**config.mk**
```make
export PLATFORM = sky130hd
export DESIGN_NAME = muscle_bank
export DESIGN_NICKNAME = d
export VERILOG_FILES = /design/src/rtl/muscle_bank.sv
export SDC_FILE = /design/constraint.sdc
export NUM_CORES = 2
export LEC_CHECK = 0
export BUFFER_PORTS_ARGS = -buffer_cell sky130_fd_sc_hd__buf_4
export CAP_MARGIN = 20
export CELL_PAD_IN_SITES_DETAIL_PLACEMENT = 2
export CELL_PAD_IN_SITES_GLOBAL_PLACEMENT = 2
export CORE_MARGIN = 5
export CORE_UTILIZATION = 46
export CTS_BUF_LIST = sky130_fd_sc_hd__clkbuf_4 sky130_fd_sc_hd__clkbuf_8 sky130_fd_sc_hd__clkbuf_16
export CTS_CLUSTER_SIZE = 12
export DETAILED_ROUTE_END_ITERATION = 7
export GPL_TIMING_DRIVEN = 0
export PLACE_DENSITY = 0.95
export SLEW_MARGIN = 30
export SYNTH_ARGS = -nofsm -noshare
export SYNTH_HDL_FRONTEND = slang
export SYNTH_SLANG_ARGS = --single-unit
export TNS_END_PERCENT = 5
```
**constraint.sdc**
```tcl
create_clock -name nClock -period 17.74 [get_ports nClock]
set_clock_uncertainty 0.1 [all_clocks]
set_input_delay 0 -clock nClock [delete_from_list [all_inputs] [get_ports nClock]]
set_output_delay 0 -clock nClock [all_outputs]
set_load 0.05 [all_outputs]
```
**src/rtl/muscle_bank.sv**
```systemverilog
`default_nettype none
// ============================================================================
//  Module      : muscle_bank
//  Description : Time-multiplexed muscle model bank; one channel per cycle,
//                double-buffered EMG/torque outputs.
//  Revision    : 1.0 - initial release
// ============================================================================
module muscle_bank #(
    parameter int NCH      = 4,
    parameter int NN       = 8,
    parameter int AS_SHIFT = 7,
    parameter int TQ_SHIFT = 8,
    parameter int HP_SHIFT = 4,
    parameter int LP_SHIFT = 2
) (
    input  logic                    nClock,
    input  logic                    neuronReset,
    input  logic                    start,
    input  logic [NCH*(NN+1)-1:0]   spikes_flat,
    output logic                    busy,
    output logic                    done,
    output logic [NCH*18-1:0]       emg_flat,
    output logic [NCH*18-1:0]       torque_flat,
    output logic [NCH-1:0]          overflow,
    output logic                    start_miss
);

    localparam int              c_IW     = (NCH > 1) ? $clog2(NCH) : 1;
    localparam logic [c_IW-1:0] c_LAST   = c_IW'(NCH - 1);
    localparam logic [1:0]      c_IDLE   = 2'd0;
    localparam logic [1:0]      c_RUN    = 2'd1;
    localparam logic [1:0]      c_COMMIT = 2'd2;

    logic [1:0]               r_state;
    logic [c_IW-1:0]          r_idx;
    logic [NCH*(NN+1)-1:0]    r_spk;
    logic                     r_busy;
    logic                     r_done;
    logic                     r_start_miss;
    logic [NCH-1:0]           r_overflow;
    logic [NCH*18-1:0]        r_emg;
    logic [NCH*18-1:0]        r_torque;
    logic signed [35:0]       r_as [NCH];
    logic signed [35:0]       r_hp [NCH];
    logic signed [35:0]       r_lp [NCH];
    logic signed [35:0]       r_tq [NCH];

    function automatic logic signed [37:0] sx(input logic signed [35:0] v);
        return {{2{v[35]}}, v};
    endfunction

    // Top three bits disagree when the 38-bit sum left the 36-bit range
    function automatic logic ovf(input logic signed [37:0] s);
        return (s[37:35] != 3'b000) && (s[37:35] != 3'b111);
    endfunction

    function automatic logic signed [35:0] sat(input logic signed [37:0] s);
        if (ovf(s))
            return s[37] ? {1'b1, 35'd0} : {1'b0, {35{1'b1}}};
        return s[35:0];
    endfunction

    logic [NN:0]              w_spk;
    logic signed [35:0]       w_stim;
    logic signed [35:0]       w_as;
    logic signed [35:0]       w_hp;
    logic signed [35:0]       w_lp;
    logic signed [35:0]       w_tq;
    logic signed [37:0]       w_as_sum;
    logic signed [37:0]       w_hp_sum;
    logic signed [37:0]       w_lp_sum;
    logic signed [37:0]       w_tq_sum;
    logic                     w_ovf;
    logic [NCH*18-1:0]        w_emg_all;
    logic [NCH*18-1:0]        w_torque_all;

    assign w_spk    = r_spk[r_idx*(NN+1) +: NN+1];
    assign w_stim   = {{(28-NN){1'b0}}, w_spk, 7'd0};
    assign w_as     = r_as[r_idx];
    assign w_hp     = r_hp[r_idx];
    assign w_lp     = r_lp[r_idx];
    assign w_tq     = r_tq[r_idx];
    assign w_as_sum = sx(w_as) - sx(w_as >>> AS_SHIFT) + sx(w_stim <<< 11);
    assign w_hp_sum = sx(w_hp) + sx(w_stim >>> HP_SHIFT) - sx(w_hp >>> HP_SHIFT);
    assign w_lp_sum = sx(w_lp) - sx(w_lp >>> LP_SHIFT) + sx(w_stim >>> LP_SHIFT);
    assign w_tq_sum = sx(w_tq) - sx(w_tq >>> TQ_SHIFT) + sx(w_as >>> 5) + sx(w_as >>> 6);
    assign w_ovf    = ovf(w_as_sum) | ovf(w_hp_sum) | ovf(w_lp_sum) | ovf(w_tq_sum);

    for (genvar k = 0; k < NCH; k++) begin : g_out
        assign w_emg_all[k*18 +: 18]    = r_lp[k][17:0] - r_hp[k][17:0];
        assign w_torque_all[k*18 +: 18] = r_tq[k][35] ? 18'd0 : r_tq[k][35:18];
    end

    always_ff @(posedge nClock) begin
        if (neuronReset) begin
            r_state      <= c_IDLE;
            r_idx        <= '0;
            r_spk        <= '0;
            r_busy       <= 1'b0;
            r_done       <= 1'b0;
            r_start_miss <= 1'b0;
            r_overflow   <= '0;
            r_emg        <= '0;
            r_torque     <= '0;
            for (int k = 0; k < NCH; k++) begin
                r_as[k] <= '0;
                r_hp[k] <= '0;
                r_lp[k] <= '0;
                r_tq[k] <= '0;
            end
        end else begin
            r_done <= 1'b0;
            case (r_state)
                c_IDLE: begin
                    if (start) begin
                        r_spk   <= spikes_flat;
                        r_idx   <= '0;
                        r_busy  <= 1'b1;
                        r_state <= c_RUN;
                    end
                end
                c_RUN: begin
                    r_as[r_idx]       <= sat(w_as_sum);
                    r_hp[r_idx]       <= sat(w_hp_sum);
                    r_lp[r_idx]       <= sat(w_lp_sum);
                    r_tq[r_idx]       <= sat(w_tq_sum);
                    r_overflow[r_idx] <= r_overflow[r_idx] | w_ovf;
                    if (r_idx == c_LAST)
                        r_state <= c_COMMIT;
                    else
                        r_idx <= r_idx + 1'b1;
                end
                c_COMMIT: begin
                    r_emg    <= w_emg_all;
                    r_torque <= w_torque_all;
                    r_done   <= 1'b1;
                    r_busy   <= 1'b0;
                    r_state  <= c_IDLE;
                end
                default: r_state <= c_IDLE;
            endcase
            if (start && (r_state != c_IDLE))
                r_start_miss <= 1'b1;
        end
    end

    assign busy        = r_busy;
    assign done        = r_done;
    assign emg_flat    = r_emg;
    assign torque_flat = r_torque;
    assign overflow    = r_overflow;
    assign start_miss  = r_start_miss;

endmodule
`default_nettype wire

```
==> run metrics, run 1 <==
tool error=[ERROR GRT-0232] Routing congestion too high. Check the congestion heatmap in the GUI.; effective utilization at floorplan=46.5%; Max clock buf depth=3; most area-consuming cells after synthesis=edfxtp_1, dfxtp_1, ha_1; GRT Resource Usage Total=79.3%; share of synthesized registers carrying an async set or reset=0%; last weighted congestion value of the routability-driven placer=0.918; Yosys top cell by area=edfxtp_1; share of the yosys chip area belonging to registers=46.8%; overall die height=323 µm; library cell used as clock root buffer=clkbuf_16; Die Width=323 µm; synthesized cell area=45100 µm²; count of warnings emitted by yosys=0; antenna violations before repair=101; number of setup buffers added after CTS=0; most repeated cell in the gate-level netlist after synthesis=edfxtp_1; number of port buffers=184; top-area cell type share of the netlist area=38.4%; post-synthesis area per instance=10.8 µm²; count of boundary I/O pins=190; pin count of the biggest net entering global routing=38; detailed placer's ending HPWL=165000 µm; Inserted Clock Buffers=86; CTS sink count=765; Failed at=global routing; FF+latch count, synth=765; Main synth FF type=edfxtp_1; post-synthesis instance total=4168; total gr overflow=188; number of levels the H-tree was split into=3; number of enable flip-flop cells after synthesis=576; top post-synthesis cells by count=edfxtp_1, inv_1, nor2_1; number of rows in the core area=114; result of the run=stopped before the end; count of cell types in the netlist=90
-- routing by layer --
layer / global-route usage [%] / GRT overflow
met4: 78.5 / 102
met3: 71.1 / 3
met5: 52.5 / 0
met2: 90.9 / 76
met1: 77.3 / 7
-- through the flow --
step,instance area [µm²],std cells,setup WS [ps]
CTS,51800,5852,8310
detailed placement,48500,5654,8910
global placement,48100,5631,8490
floorplan,45100,4171,11060
-- cell families after synthesis --
logic type	share of synthesized area, %
and+or+nand+nor	9.93
xor gates and xnor gates	3.22
buffers and inverters	6.16
adders and majority gates	12.8
other	0.00832
muxes	7.89
AOI/OAI and AO/OA	13.2
DFF	46.8
-- repair_timing --
action                                 in CTS
gates resized for setup                     0
endpoints found under the hold margin      37
hold buffers                               44
==> inputs of run 2 (changes only) <==
CELL_PAD_IN_SITES_DETAIL_PLACEMENT = unset   (was 2)
CELL_PAD_IN_SITES_GLOBAL_PLACEMENT = unset   (was 2)
CORE_UTILIZATION = 40   (was 46)
CTS_BUF_LIST = unset   (was sky130_fd_sc_hd__clkbuf_4 sky130_fd_sc_hd__clkbuf_8 sky130_fd_sc_hd__clkbuf_16)
CTS_CLUSTER_SIZE = unset   (was 12)
PLACE_DENSITY = unset   (was 0.95)
PLACE_DENSITY_LB_ADDON = 0.15   (was unset)
==> run metrics, run 2 <==
result of the run=completed (was stopped before the end); number of rows in the core area=123 (was 114); RR Endpoint=r_tq[2][34]; number of enable flip-flop cells after synthesis=576 (unchanged); top-area cell type share of the netlist area=38.4% (unchanged); share of the cycle needed by the critical path after routing=48.0%; total gr overflow=0; via count of the first global-routing pass=32600; post-synthesis instance total=4168 (unchanged); post-synthesis area per instance=10.8 µm² (unchanged); effective utilization at floorplan=40.2% (was 46.5%); count of vias placed by the detailed router=33100; PD cells=122 nW/µm²; average vias per placed instance=5.43; worst setup timing slack at the placement stage=9250 ps (was 8910 ps); max_slew headroom=28.1%; GRT Resource Usage Total=23.5%; nets@finish=4957; overall die height=346 µm (was 323 µm); Yosys top cell by area=edfxtp_1 (unchanged); share of synthesized registers carrying an async set or reset=0% (unchanged); clock latency of the later-clocked register in the worst-skew pair=680 ps; Die Width=346 µm (was 323 µm); Max clock buf depth=3 (unchanged); final hold vios=0; Main synth FF type=edfxtp_1 (unchanged); most repeated cell in the gate-level netlist after synthesis=edfxtp_1 (unchanged); clock-pin slew on the worst setup and hold paths=60 ps; Sum Neg Setup Slack=0 ps; library cell used as clock root buffer=clkbuf_16 (unchanged); commonest cells after routing, fill and taps aside=edfxtp_1, inv_1, nor2_1; last weighted congestion value of the routability-driven placer=0.919 (was 0.918); largest fanout of any net on the critical path=10; required time at the worst-slack endpoint=18030 ps; DRT Wirelength=143000 µm; CTS sink count=765 (unchanged); crit path time final=8520 ps; Crit. End Element=flip-flop; area enclosed by the die boundary=119000 µm²; number of violations of the max-capacitance limit=0; count of boundary I/O pins=190 (unchanged); synthesized cell area=45100 µm² (unchanged); detailed placer's ending HPWL=109000 µm (was 165000 µm); pin count of the biggest net entering global routing=37; Max VDD drop=85.2 µV; Worst Hold Class=in -> reg; routed length per placed instance=23.5 µm; depth of the worst register-to-register path=23; number of port buffers=184 (unchanged); endpoint of the most critical setup path=r_tq[2][34]; CP max stage delay=840 ps; Arrival @ worst endpoint=8810 ps; static leakage=21.9 nW; slowest cell on the critical path=buf_1; number of nets still failing antenna checks after routing=0; fraction of the core area covered by cells at the end of the flow=46.6%; DRC violations left=0; Inserted Clock Buffers=86 (unchanged); leading cell type in the layout, fill and taps excluded=edfxtp_1; final setup violation count=0; final setup slack of the worst path=9220 ps; max-slew violation total from the final report=0; number of detailed-route iterations in the first pass=5; antenna cells=0; most area-consuming cells after synthesis=edfxtp_1, dfxtp_1, ha_1 (unchanged); share of the yosys chip area belonging to registers=46.8% (unchanged); critical setup path kind=reg -> reg; Area growth, synth to finish=16.0%; number of setup buffers added after CTS=0 (unchanged); count of warnings emitted by yosys=0 (unchanged); CTS tree=built; Initial DRC Count=2656; register-to-register path setup slack=9220 ps; antenna violations before repair=3; wire length of the first global-routing pass=212000 µm; count of cell types in the netlist=90 (unchanged); setup repair after global routing missed its margin=false; top post-synthesis cells by count=edfxtp_1, inv_1, nor2_1 (unchanged); FF+latch count, synth=765 (unchanged); worst-margin pin slew=1080 ps; crit-path cells=clkbuf_1 > clkbuf_1 > buf_1 > mux4_2 > fa_1 > inv_1 > fa_1 > inv_1 > ha_1 > inv_1 > fa_1 > nand2b_1 > a21oi_1 > o41a_1 > o31a_2 > a2111oi_4 > o21a_1 > o31ai_1 > xor2_2 > mux2i_4 > buf_2 > o21a_1 > nor2_1; number of fill cells=10500; total core area=112000 µm²; number of levels the H-tree was split into=3 (unchanged); CP Launch Type=flip-flop; fraction of layout cells with a size suffix above 1=13.6%; maximum clock rate=117 MHz
## run 2: cell counts after synthesis
No cell type changed its count.
## run 2: logic make-up after synthesis
group / share of synthesized area (%)
simple gates: 9.93
compound gates: 13.2
xor+xnor: 3.22
other cells: 0.00832
buf+inv: 6.16
mux: 7.89
fa+ha+maj: 12.8
flops: 46.8
## run 2: timing repair
item | CTS | global route
hold endpoints to repair | 40 | 0
gates resized for setup | 0 | 0
hold buffers | 50 | 0
## run 2: worst max-delay path: cells and delay by family (launching register included)
kind,cells,cell delay [ps]
adders and majority gates,4,1620
AOI/OAI and AO/OA,7,1820
DFF,1,300
and+or+nand+nor,2,260
muxes,2,1080
buffers and inverters,7,2550
xor gates and xnor gates,1,460
## run 2: power by group
group          internal (mW)  switching, mW  leakage [nW]
clock                   1.05          0.769          1.41
combinational          0.895           1.58          13.0
sequential              2.04         0.0417          7.50
## run 2: per-stage QoR
step / hold WS (ps) / power (mW) / cells / cell area, µm²
floorplan: 36.0 / 3.90 / 4171 / 45100
global placement: 155 / 4.56 / 5855 / 48300
detailed placement: 158 / 4.56 / 5879 / 48900
CTS: 4.08 / 6.40 / 6091 / 52200
global route: 55.8 / 6.76 / 6092 / 52300
finish: 40.7 / 6.38 / 6092 / 52300
## run 2: per-layer routing
metal  global-route usage [%]  wire length (µm)
met1                     33.0             63800
met2                     38.3             66400
met3                     3.95             10200
met4                     5.43              3040
met5                        0                 0
## run 2: worst min-delay path by stage
stage | start | to | cells after the start
finish | spikes_flat[20] | r_spk[20] | 4
global route | spikes_flat[20] | r_spk[20] | 4
CTS | spikes_flat[20] | r_spk[20] | 4
detailed placement | spikes_flat[29] | r_spk[29] | 3
global placement | spikes_flat[29] | r_spk[29] | 3
floorplan | spikes_flat[19] | r_spk[19] | 2
## run 2: cell type report
| class | instances | area (µm²) | area share (%) |
|---|---|---|---|
| inverter | 542 | 2030 | 3.89 |
| multi-input combinational | 2682 | 21300 | 40.7 |
| clock buffer | 126 | 2520 | 4.83 |
| timing repair buffer | 259 | 2350 | 4.50 |
| clock inverter | 36 | 349 | 0.668 |
| tap | 1500 | 1880 | 3.59 |
| buffer | 182 | 779 | 1.49 |
| sequential | 765 | 21100 | 40.3 |
Power figures use the tool's default switching activity.
